[config.mk]
export PLATFORM = sky130hd
export DESIGN_NAME = arashi_rd_sched
export DESIGN_NICKNAME = d
export VERILOG_FILES = /design/src/rtl/arashi_pkg.sv /design/src/rtl/arashi_rr_pick.sv /design/src/rtl/arashi_rd_sched.sv
export SDC_FILE = /design/constraint.sdc
export NUM_CORES = 1
export LEC_CHECK = 0
export CORE_MARGIN = 3
export CORE_UTILIZATION = 30
export DETAILED_ROUTE_END_ITERATION = 12
export MAX_ROUTING_LAYER = met4
export PLACE_DENSITY = 0.53
export REMOVE_ABC_BUFFERS = 1
export SETUP_SLACK_MARGIN = 0.05
export SYNTH_ARGS = -nofsm -noshare
export SYNTH_HDL_FRONTEND = slang
export SYNTH_SLANG_ARGS = --single-unit
[constraint.sdc]
create_clock -name clk -period 6.47 [get_ports clk]
set_input_delay 1.294 -clock clk [delete_from_list [all_inputs] [get_ports clk]]
set_output_delay 1.294 -clock clk [all_outputs]
set_load 0.01 [all_outputs]
[src/rtl/arashi_pkg.sv]
// Shared types for the arashi read scheduler: default thread-id width and scheduler states.
package arashi_pkg;

  localparam int unsigned THREAD_NUM_WIDTH = 2;

  typedef logic [THREAD_NUM_WIDTH-1:0] thread_id_t;

  typedef enum logic {
    IDLE,
    BURST
  } sched_state_e;

endpackage

[src/rtl/arashi_rr_pick.sv]
// Round-robin picker: first requesting thread strictly after ptr, wrapping, so ptr itself comes last.
module arashi_rr_pick #(
  parameter int unsigned THREAD_NUM_WIDTH = 2
) (
  input  logic [(1<<THREAD_NUM_WIDTH)-1:0] req,
  input  logic [THREAD_NUM_WIDTH-1:0]      ptr,
  output logic                             found,
  output logic [THREAD_NUM_WIDTH-1:0]      id
);

  localparam int unsigned THREAD_NUM = 1 << THREAD_NUM_WIDTH;

  logic [2*THREAD_NUM-1:0]     dbl;
  logic [2*THREAD_NUM-1:0]     shifted;
  logic [THREAD_NUM_WIDTH:0]   sh;
  logic [THREAD_NUM-1:0]       rot;
  logic [THREAD_NUM_WIDTH-1:0] off;

  // Rotate so that bit 0 is the thread just after ptr, priority-encode, then un-rotate by adding back.
  assign dbl     = {req, req};
  assign sh      = (THREAD_NUM_WIDTH+1)'(ptr) + (THREAD_NUM_WIDTH+1)'(1);
  assign shifted = dbl >> sh;
  assign rot     = shifted[THREAD_NUM-1:0];
  assign found   = |req;

  always_comb begin
    off = '0;
    for (int unsigned i = THREAD_NUM; i > 0; i--) begin
      if (rot[i-1]) off = THREAD_NUM_WIDTH'(i-1);
    end
  end

  assign id = ptr + off + THREAD_NUM_WIDTH'(1);

endmodule

[src/rtl/arashi_rd_sched.sv]
// Round-robin burst read scheduler for the shared thread memory, with write-side occupancy tracking.
module arashi_rd_sched
  import arashi_pkg::*;
#(
  parameter int unsigned THREAD_NUM_WIDTH = 2,
  parameter int unsigned MEM_WIDTH        = 4,
  parameter int unsigned BURST_MAX        = 4
) (
  input  logic                             clk,
  input  logic                             rstn,
  input  logic [(1<<THREAD_NUM_WIDTH)-1:0] req,
  input  logic                             wr_en,
  output logic                             rd_en,
  output logic [THREAD_NUM_WIDTH-1:0]      rd_thread_id,
  output logic [(1<<THREAD_NUM_WIDTH)-1:0] gnt,
  output logic                             data_vld,
  output logic [THREAD_NUM_WIDTH-1:0]      vld_thread_id,
  output logic [MEM_WIDTH:0]               count,
  output logic                             empty,
  output logic                             full,
  output logic                             wr_drop
);

  localparam int unsigned THREAD_NUM = 1 << THREAD_NUM_WIDTH;
  localparam int unsigned DEPTH      = 1 << MEM_WIDTH;
  localparam int unsigned BCW        = $clog2(BURST_MAX + 1);

  sched_state_e                state, state_nxt;
  logic [THREAD_NUM_WIDTH-1:0] owner, sel;
  logic [THREAD_NUM_WIDTH-1:0] rr_ptr, rr_ptr_nxt;
  logic [BCW-1:0]              burst_cnt, burst_cnt_nxt;
  logic [MEM_WIDTH:0]          count_nxt;

  logic [THREAD_NUM_WIDTH-1:0] pick_ptr, pick_id;
  logic                        pick_found;
  logic                        has_data, is_full, cont, sched, wr_acc;

  assign has_data = (count != '0);
  assign is_full  = (count == (MEM_WIDTH+1)'(DEPTH));
  assign empty    = ~has_data;
  assign full     = is_full;

  // One picker serves both cases: from IDLE it searches after rr_ptr, at burst end after the
  // outgoing owner, which is exactly the value rr_ptr takes on that edge.
  assign pick_ptr = (state == IDLE) ? rr_ptr : owner;

  arashi_rr_pick #(
    .THREAD_NUM_WIDTH(THREAD_NUM_WIDTH)
  ) u_pick (
    .req  (req),
    .ptr  (pick_ptr),
    .found(pick_found),
    .id   (pick_id)
  );

  assign cont = (state == BURST) && req[owner] && has_data &&
                (burst_cnt < BCW'(BURST_MAX));

  always_comb begin
    sched         = 1'b0;
    sel           = owner;
    state_nxt     = state;
    burst_cnt_nxt = burst_cnt;
    rr_ptr_nxt    = rr_ptr;
    if (state == IDLE) begin
      if (pick_found && has_data) begin
        sched         = 1'b1;
        sel           = pick_id;
        burst_cnt_nxt = BCW'(1);
        state_nxt     = BURST;
      end
    end else if (cont) begin
      sched         = 1'b1;
      burst_cnt_nxt = burst_cnt + BCW'(1);
    end else begin
      rr_ptr_nxt = owner;
      if (pick_found && has_data) begin
        sched         = 1'b1;
        sel           = pick_id;
        burst_cnt_nxt = BCW'(1);
      end else begin
        state_nxt = IDLE;
      end
    end
  end

  // A scheduled read frees a slot on the same edge, so a write to a full memory still lands.
  assign wr_acc = wr_en & (~is_full | sched);

  always_comb begin
    count_nxt = count;
    case ({wr_acc, sched})
      2'b10:   count_nxt = count + (MEM_WIDTH+1)'(1);
      2'b01:   count_nxt = count - (MEM_WIDTH+1)'(1);
      default: count_nxt = count;
    endcase
  end

  always_ff @(posedge clk or negedge rstn) begin
    if (!rstn) begin
      state         <= IDLE;
      owner         <= '0;
      burst_cnt     <= '0;
      rr_ptr        <= '1;
      count         <= '0;
      rd_en         <= 1'b0;
      rd_thread_id  <= '0;
      gnt           <= '0;
      data_vld      <= 1'b0;
      vld_thread_id <= '0;
      wr_drop       <= 1'b0;
    end else begin
      state         <= state_nxt;
      owner         <= sel;
      burst_cnt     <= burst_cnt_nxt;
      rr_ptr        <= rr_ptr_nxt;
      count         <= count_nxt;
      rd_en         <= sched;
      if (sched) rd_thread_id <= sel;
      gnt           <= sched ? (THREAD_NUM'(1) << sel) : '0;
      data_vld      <= rd_en;
      vld_thread_id <= rd_thread_id;
      wr_drop       <= wr_en & ~wr_acc;
    end
  end

endmodule
After elaboration in Yosys (flattened, before gate mapping)
Index checks and enable logic that the tools add are counted. W data, S select, Z words.

Input port bits: 7. Flip-flop bits (word level): 23. Logic and storage cells: 56.

Equality and inequality tests: 3. Shift operators: 2. Bitwise operators: 7. Order comparisons: 2. Reductions and logical operators: 8. Muxes and demuxes: 18. Add/subtract/negate cells: 6.

Operators with widths (number): $mux W2 (8); $pmux W5 S2 (1); $mux W3 (3); $shr A8 B3 Y4 (1); $add A5 B1 Y5 const B (1); $eq A5 B5 Y1 const B (1); $reduce_bool A5 Y1 (1); $sub A5 B1 Y5 const B (1); $logic_and A1 B1 Y1 (4); $mux W1 (4); $mux W4 (1); $not A1 Y1 (4); $reduce_or A4 Y1 (1); $shl A1 B2 Y4 const A (1); $add A2 B1 Y3 const B (1); $add A3 B1 Y3 const B (1); $lt A2 B3 Y1 const B (1); $lt A3 B3 Y1 const B (1); $add A2 B1 Y2 const B (1); $add A2 B2 Y2 (1); $and A1 B1 Y1 (2); $bmux W1 S2 (1); $eq A2 B1 Y1 const B (1); $eq A2 B2 Y1 const B (1); other kinds (3) (3).

Logic depth before layout (Yosys ltp)
Gate-level depths: netlist of the first run.

Depth after elaboration: 14. Gate-level depth with buffers: 10. Gate-level depth less buffers: 10.

Hierarchy
Synthesis of the first run repeated with hierarchy kept, for this count alone.

Cells, all modules: 156. Area total of the unflattened synthesis: 1596.5 µm².

Modules (own cells, without submodules): arashi_rd_sched (instances 1, area each 1410.1 µm², cells an instance 127, seq. area each 578.1 µm²); arashi_rr_pick (instances 1, area each 186.4 µm², cells an instance 29, seq. area each 0.0 µm²).

Least setup slack after synthesis of the first run
Ideal clock, no wire load.

Kind: in2reg. Start: in req[2]. End: reg count[4]. Setup slack: 3.015 ns. Arrival: 3.327 ns. Setup time: 0.128 ns. Stages on the path: 10. Cell sequence: or4_1 o21ai_2 or2_2 inv_2 ha_1 nor2b_1 o21a_1 or4_1 a21oi_1 a31oi_1.

Word-level cells in the longest chain between the ends: 11.

Ends and longest elaborated chain: start: declaration (RTL line arashi_rd_sched.sv:11) `input logic [(1<<THREAD_NUM_WIDTH)-1:0] req,`; $bmux W1 S2 (RTL line arashi_rd_sched.sv:56) `assign cont = (state == BURST) && req[owner] && has_data &&`; $mux W1 (implied by the code) (RTL line arashi_rd_sched.sv:56); $logic_and A1 B1 Y1 (3 in series) (RTL line arashi_rd_sched.sv:56); $mux W1 (RTL line arashi_rd_sched.sv:72) `end else if (cont) begin`; $mux W1 (*) (RTL line arashi_rd_sched.sv:65) `if (state == IDLE) begin`; $or A1 B1 Y1 (RTL line arashi_rd_sched.sv:88) `assign wr_acc = wr_en & (~is_full | sched);`; $and A1 B1 Y1 (RTL line arashi_rd_sched.sv:88); $eq A2 B1 Y1 / $eq A2 B2 Y1 (equally long branches) (RTL line arashi_rd_sched.sv:92) `case ({wr_acc, sched})`; $pmux W5 S2 / $reduce_bool A2 Y1 (equally long branches); end signal: assignment (RTL line arashi_rd_sched.sv:117) `count <= count_nxt;`; end: declaration (RTL line arashi_rd_sched.sv:18) `output logic [MEM_WIDTH:0] count,`.

Every way passes the cells marked *; elsewhere a longest branch is shown, timed or not. The select of a mux whose other input is x is not followed. A chain may end at the register's enable or synchronous reset.

Final worst setup path of the first run
Start: in req[3]. End: reg count[4].

The elaborated chain is that of the path after synthesis.

==> impl_metrics.tcl, run 1 <==
set metrics [dict create \
    worstMarginPinSlew_ns 1.03 \
    max_freq_ghz 0.246 \
    grt_overflow 0 \
    grt_max_degree 24 \
    start_util_pct 32.1 \
    routed-wl-met2_um 1370 \
    drive_above_1_share_pct 13.7 \
    vias_per_cell 5.34 \
    critPathSlowestCell "or4_1" \
    grt_usage_pct 11.7 \
    syn_inst 121 \
    clk-insertion-delay-late_ns 0.26 \
    hold_class "reg -> reg" \
    synth_ff_type "dfrtp_1" \
    vias 1046 \
    peakVddDrop_mv 0.229 \
    top_layer "met4" \
    cts_buffer_depth 2 \
    ys_warn_count 0 \
    nFillCells 403 \
    finalClockSkew_ns 0.00419 \
    seq_power_share_pct 33.3 \
    rsz0062_at_grt "false" \
    finalWorstSetupSlack_ns 2.41 \
    pre_cts_ws_ns 2.14 \
    status "finished, final reports clean" \
    nets 160 \
    dieArea_sq_um 5230 \
    wire_per_inst_um 14.0 \
    worst-setup-path-type "in -> reg" \
    path_cells "clkdlybuf4s50_1 > or4_1 > o21ai_2 > or2_2 > inv_2 > ha_1 > nor2b_1 > o21a_1 > or4_1 > a21oi_1 > a31oi_1" \
    clk_pin_slew_ns 0.08 \
    diodes 0 \
    powerDensity_nw_per_um2 500 \
    drc 0 \
    drv_slew 0 \
    io_pins 25 \
    grt_pass1_wl_um 4710 \
    num_rows 23 \
    synth.distinct_cells 47 \
    cp.buffers_inverters 2 \
    clkPwrFrac_pct 10.8 \
    crit_family "simple AND/OR/NAND/NOR gates" \
    worstPathArrival_ns 4.21 \
    hold_buffers 0 \
    fin_crit_ns 4.06 \
    drt_iter0_drc 47 \
    cts_max_level 1 \
    syn-cell-area_sq_um 1320 \
    io_buffers 24 \
    p_sw_uw 327 \
    antenna_found_initial 0 \
    cts_buffers 3 \
    routed-wl-met3_um 180 \
    slew_headroom_pct 30.9 \
    die_h_um 72.3 \
    core_sq_um 4120 \
    power_uw 820 \
    slowest_delay_ns 0.56 \
    async_flop_share_pct 100 \
    ys_ff_latch 23 \
    dp_hpwl_um 2070 \
    ant_nets 0 \
    crit_top_cell "or4_1" \
    period_share_pct 62.8 \
    synth_top_area_share_pct 39.8 \
    cts_root_buffer "clkbuf_8" \
    cts.sinks 23 \
    grt_pass1_vias 1001 \
    maxCapViolCount 0 \
    synthToLayoutAreaGrowth_pct 24.2 \
    worstPathRequired_ns 6.62 \
    worstPathMaxFanout 14 \
    fin_area_sq_um 1640 \
    setup_violations 0 \
    hold_violations 0 \
    synth_edf_count 0 \
    fin_tns_setup_ns 0 \
    synth_top_area_cell "dfrtp_1" \
    gp_congestion 0.841 \
    wl_met1_um 1170 \
    synthSimpleGateAreaFrac_pct 16.6 \
    place_area_sq_um 1590 \
    synthMuxAreaShare_pct 9.00 \
    syn_area_per_cell_sq_um 10.9 \
    final_util_pct 39.8 \
    cts_setup_buffers 0 \
    cts_resized 0 \
    leakage_nw 0.698 \
    drt_pass1_iterations 4 \
    routed_wl_um 2740 \
    synth_top_cells_by_area "dfrtp_1 (40%), ha_1 (4.7%), dfstp_2 (4.0%)" \
    power_switching_share_pct 39.9 \
    synth_top_family_by_area "simple AND/OR/NAND/NOR gates" \
    pwr-share-comb_pct 55.9 \
    p_int_uw 493 \
    start_kind "primary input" \
    synthAdderAreaFrac_pct 6.26 \
    synth_compound_area_share_pct 16.2 \
    yosysSeqAreaShare_pct 43.8 \
    endpoint_kind "flip-flop" \
    die_x_um 72.3 \
    cts_tree "built" \
    synth-xor-area-share_pct 3.32 \
]
[cells in the mapped netlist (2+ instances only)]
cell type  count
dfrtp_1       21
or2_2          2
mux2_1         4
ha_1           5
nand2b_1       2
mux2i_1        4
inv_2          4
inv_1          5
o21ai_2        2
o21ai_0        3
dfstp_2        2
o21a_1         2
a22o_1         2
nor3_1         4
nor2_1         7
nand3_1        2
or4_1          2
o2bb2ai_1      2
o22ai_1        3
o211ai_1       2
nand2_1        9
buf_6          2
xnor2_1        4
a21oi_1        3
[worst paths after layout]
path	startpoint	end	slack (ns)	cells past startpoint
min in group asynchronous	rstn	vld_thread_id[0]$_DFF_PN0_	1.59	1
setup reg to reg	count[0]$_DFFE_PN0P_	count[4]$_DFFE_PN0P_	3.29	10
setup / recovery	req[3]	count[4]$_DFFE_PN0P_	2.41	11
hold / removal	rd_thread_id[1]$_DFFE_PN0P_	vld_thread_id[1]$_DFF_PN0_	0.41	0
hold reg to reg	rd_thread_id[1]$_DFFE_PN0P_	vld_thread_id[1]$_DFF_PN0_	0.41	0
max in group asynchronous	rstn	state$_DFF_PN0_	4.26	1
[kinds of logic after synthesis]
kind of cell | after synthesis
mux | 10
flops | 23
buf+inv | 12
fa+ha+maj | 6
xor+xnor | 5
simple gates | 36
compound gates | 29
[state kept, by name, summed over array words and instances (netlist names)]
signal and count:
data_vld 1, gnt 4, rd_thread_id 2, state 1, count 5, rr_ptr 2
wr_drop 1, owner 2, burst_cnt 3, vld_thread_id 2
[power by group through the flow]
stage | Clock [mW] | Combinational, mW | Sequential (mW)
after floorplan | 0 | 0.291 | 0.283
after global placement | 0 | 0.458 | 0.277
after detailed placement | 0 | 0.461 | 0.277
after CTS | 0.0939 | 0.462 | 0.275
after global routing | 0.100 | 0.503 | 0.286
final | 0.0885 | 0.458 | 0.273
[cell usage in the layout (no fill, tap or decap), types with 2 or more instances in the layout]
cell type / n
o22ai_1: 3
nand2b_1: 2
o21ai_0: 3
nand3_1: 2
mux2_1: 4
inv_2: 4
clkbuf_8: 3
dfrtp_1: 21
o21a_1: 2
clkdlybuf4s50_1: 24
o211ai_1: 2
o21ai_2: 2
a22o_1: 2
o2bb2ai_1: 2
ha_1: 5
or2_2: 2
nor3_1: 4
xnor2_1: 4
inv_1: 5
or4_1: 2
nor2_1: 7
a21oi_1: 3
dfstp_2: 2
mux2i_1: 4
nand2_1: 9
[layer usage]
layer | GRT usage [%] | vias to the layer above
met5 | - | -
met1 | 14.4 | 515
met4 | 2.92 | 0
li1 | - | 495
met3 | 3.74 | 2
met2 | 18.8 | 34
[through the flow]
step	instances	hold WS, ns
2_1_floorplan	118	0.434
3_3_place_gp	192	0.388
3_5_place_dp	192	0.403
4_1_cts	196	0.423
5_1_grt	196	0.438
6_report	196	0.411
[area by class of cell]
type	count	area [sq um]	area share (%)
multi-input combinational	86	678	41.4
sequential	23	578	35.3
timing repair buffer	24	240	14.7
tap	50	62.6	3.82
clock buffer	3	41.3	2.52
inverter	9	33.8	2.06
clock inverter	1	5.00	0.305
[worst reg2reg max path: cells and delay by family, from the launching register on]
| family | cells | cell delay (ns) |
|---|---|---|
| AO/OA/AOI/OAI | 4 | 0.86 |
| adder cells (fa/ha/maj) | 1 | 0.31 |
| buffers and inverters | 1 | 0.06 |
| flip-flops | 1 | 0.42 |
| AND/OR/NAND/NOR | 4 | 1.42 |
(Power assumes the default switching activity.)
==> inputs of run 2 (changes only) <==
--- a/config.mk
+++ b/config.mk
@@ -9,7 +9,7 @@
 export CORE_UTILIZATION = 30
 export DETAILED_ROUTE_END_ITERATION = 12
 export MAX_ROUTING_LAYER = met4
-export PLACE_DENSITY = 0.53
+export PLACE_DENSITY = 0.55
 export REMOVE_ABC_BUFFERS = 1
 export SETUP_SLACK_MARGIN = 0.05
 export SYNTH_ARGS = -nofsm -noshare
==> constraint.sdc (replaced) <==
create_clock -name clk -period 3.31 [get_ports clk]
set_input_delay 0.662 -clock clk [delete_from_list [all_inputs] [get_ports clk]]
set_output_delay 0.662 -clock clk [all_outputs]
set_load 0.01 [all_outputs]
==> run 2 against run 1 <==
  * Clock-buffer cell count is 1 higher
  * Non-clock buffer count up 9
  * Largest cell class unchanged
  * Critical path type unchanged
  * Clock power is 100% higher
  * Highest routed layer is now met3
  * Utilization up 1.6 points
==> impl_metrics.tcl, run 2 (synthesized netlist as in run 1, its figures left out) <==
set metrics [dict create \
    r2r_cells 10 \
    endpoint_kind "flip-flop" \
    wl_met1_um 1280 \
    grt_pass1_wl_um 5020 \
    drv_slew 0 \
    die_x_um 72.3 \
    cts_max_level 1 \
    max_freq_ghz 0.336 \
    peakVddDrop_mv 0.436 \
    slew_headroom_pct 69.8 \
    clk-insertion-delay-late_ns 0.26 \
    hold_class "reg -> reg" \
    vias 1081 \
    fin_hold_ws_ns 0.409 \
    drt_iter0_drc 62 \
    num_rows 23 \
    drive_above_1_share_pct 18.1 \
    worstPathMaxFanout 3 \
    largest_register_ffs 5 \
    maxCapViolCount 0 \
    synthToLayoutAreaGrowth_pct 29.2 \
    hold_violations 0 \
    io_buffers 24 \
    die_h_um 72.3 \
    grt_pass1_vias 1100 \
    power_mw 1.64 \
    worst-setup-path-type "in -> reg" \
    fin_crit_ns 2.98 \
    vias_per_cell 5.27 \
    top_register "count" \
    cts_setup_buffers 0 \
    cts.sinks 23 \
    hold_depth 0 \
    cts_buffer_depth 2 \
    final_cell_mix "clkdlybuf4s50_1 (24), dfrtp_1 (21), nand2_1 (9), buf_4 (9), nor2_1 (7)" \
    hold_buffers 0 \
    period_share_pct 90.0 \
    wire_per_inst_um 14.1 \
    routed-wl-met2_um 1480 \
    ant_nets 0 \
    io_pins 25 \
    cts_buffers 3 \
    fin_tns_setup_ns 0 \
    grt_overflow 0 \
    grt_max_degree 24 \
    clk_pin_slew_ns 0.08 \
    start_util_pct 32.1 \
    dp_hpwl_um 2170 \
    worstPathArrival_ns 3.13 \
    core_sq_um 4120 \
    nets 169 \
    top_layer "met3" \
    worstPathRequired_ns 3.46 \
    leakage_nw 0.739 \
    start_kind "primary input" \
    dieArea_sq_um 5230 \
    routed-wl-met3_um 149 \
    rsz0062_at_grt "false" \
    status "finished, final reports clean" \
    drt_pass1_iterations 4 \
    cts_root_buffer "clkbuf_8" \
    cts_tree "built" \
    fin_area_sq_um 1710 \
    routed_wl_um 2900 \
    antenna_found_initial 0 \
    nFillCells 390 \
    reg.largest.list "count (5), gnt (4), burst_cnt (3)" \
    setup_violations 0 \
    drc 0 \
    powerDensity_nw_per_um2 960 \
    finalClockSkew_ns 0.00150 \
    grt_usage_pct 12.2 \
    place_area_sq_um 1660 \
    diodes 0 \
    layout_commonest_cell "clkdlybuf4s50_1" \
    cts_resized 0 \
    worstMarginPinSlew_ns 0.440 \
    gp_congestion 0.883 \
]
-- run 2: critical path, stage by stage --
cell and delay [ns]:
clkdlybuf4s50_1 0.41, or4_1 0.56, o21ai_2 0.10, or2_2 0.14, inv_2 0.05, ha_1 0.28, nor2b_1 0.13, o21a_1 0.17
or4_1 0.43, a21oi_1 0.14, a31oi_1 0.05
-- run 2: final timing paths --
| kind | start | to | slack (ns) |
|---|---|---|---|
| max reg2reg | count[0]$_DFFE_PN0P_ | count[4]$_DFFE_PN0P_ | 0.63 |
| max | req[2] | count[4]$_DFFE_PN0P_ | 0.33 |
| min | rd_thread_id[0]$_DFFE_PN0P_ | vld_thread_id[0]$_DFF_PN0_ | 0.41 |
| min in group asynchronous | rstn | gnt[2]$_DFF_PN0_ | 0.76 |
| max in group asynchronous | rstn | rr_ptr[1]$_DFFE_PN1P_ | 2.27 |
| min reg2reg | rd_thread_id[0]$_DFFE_PN0P_ | vld_thread_id[0]$_DFF_PN0_ | 0.41 |
-- run 2: final cells by class --
class	instances	area [sq um]	share of cell area, %
multi-input combinational	86	678	39.8
sequential	23	578	33.9
timing repair buffer	33	308	18.0
tap	50	62.6	3.67
clock buffer	4	45.0	2.64
inverter	9	33.8	1.98
-- run 2: layer usage --
metal  vias to the layer above  track usage [%]
met3                         0             3.60
met1                       534             14.2
met2                        35             21.0
met4                         0             1.88
li1                        512                -
met5                         -                -
-- run 2: report_power, final --
part / switching, mW / total, mW / internal (mW)
Combinational: 0.435 / 0.925 / 0.490
Clock: 0.0919 / 0.178 / 0.0859
Sequential: 0.119 / 0.535 / 0.416
Total: 0.646 / 1.64 / 0.991
-- run 2: stage by stage --
stage                     setup slack [ns]  util, %  std cells
final                                0.332     41.4        205
after global routing                 0.185     41.4        205
after CTS                            0.327     41.4        205
after detailed placement            0.0498     40.3        201
after global placement              0.0914     40.3        201
after floorplan                      0.343        -        118
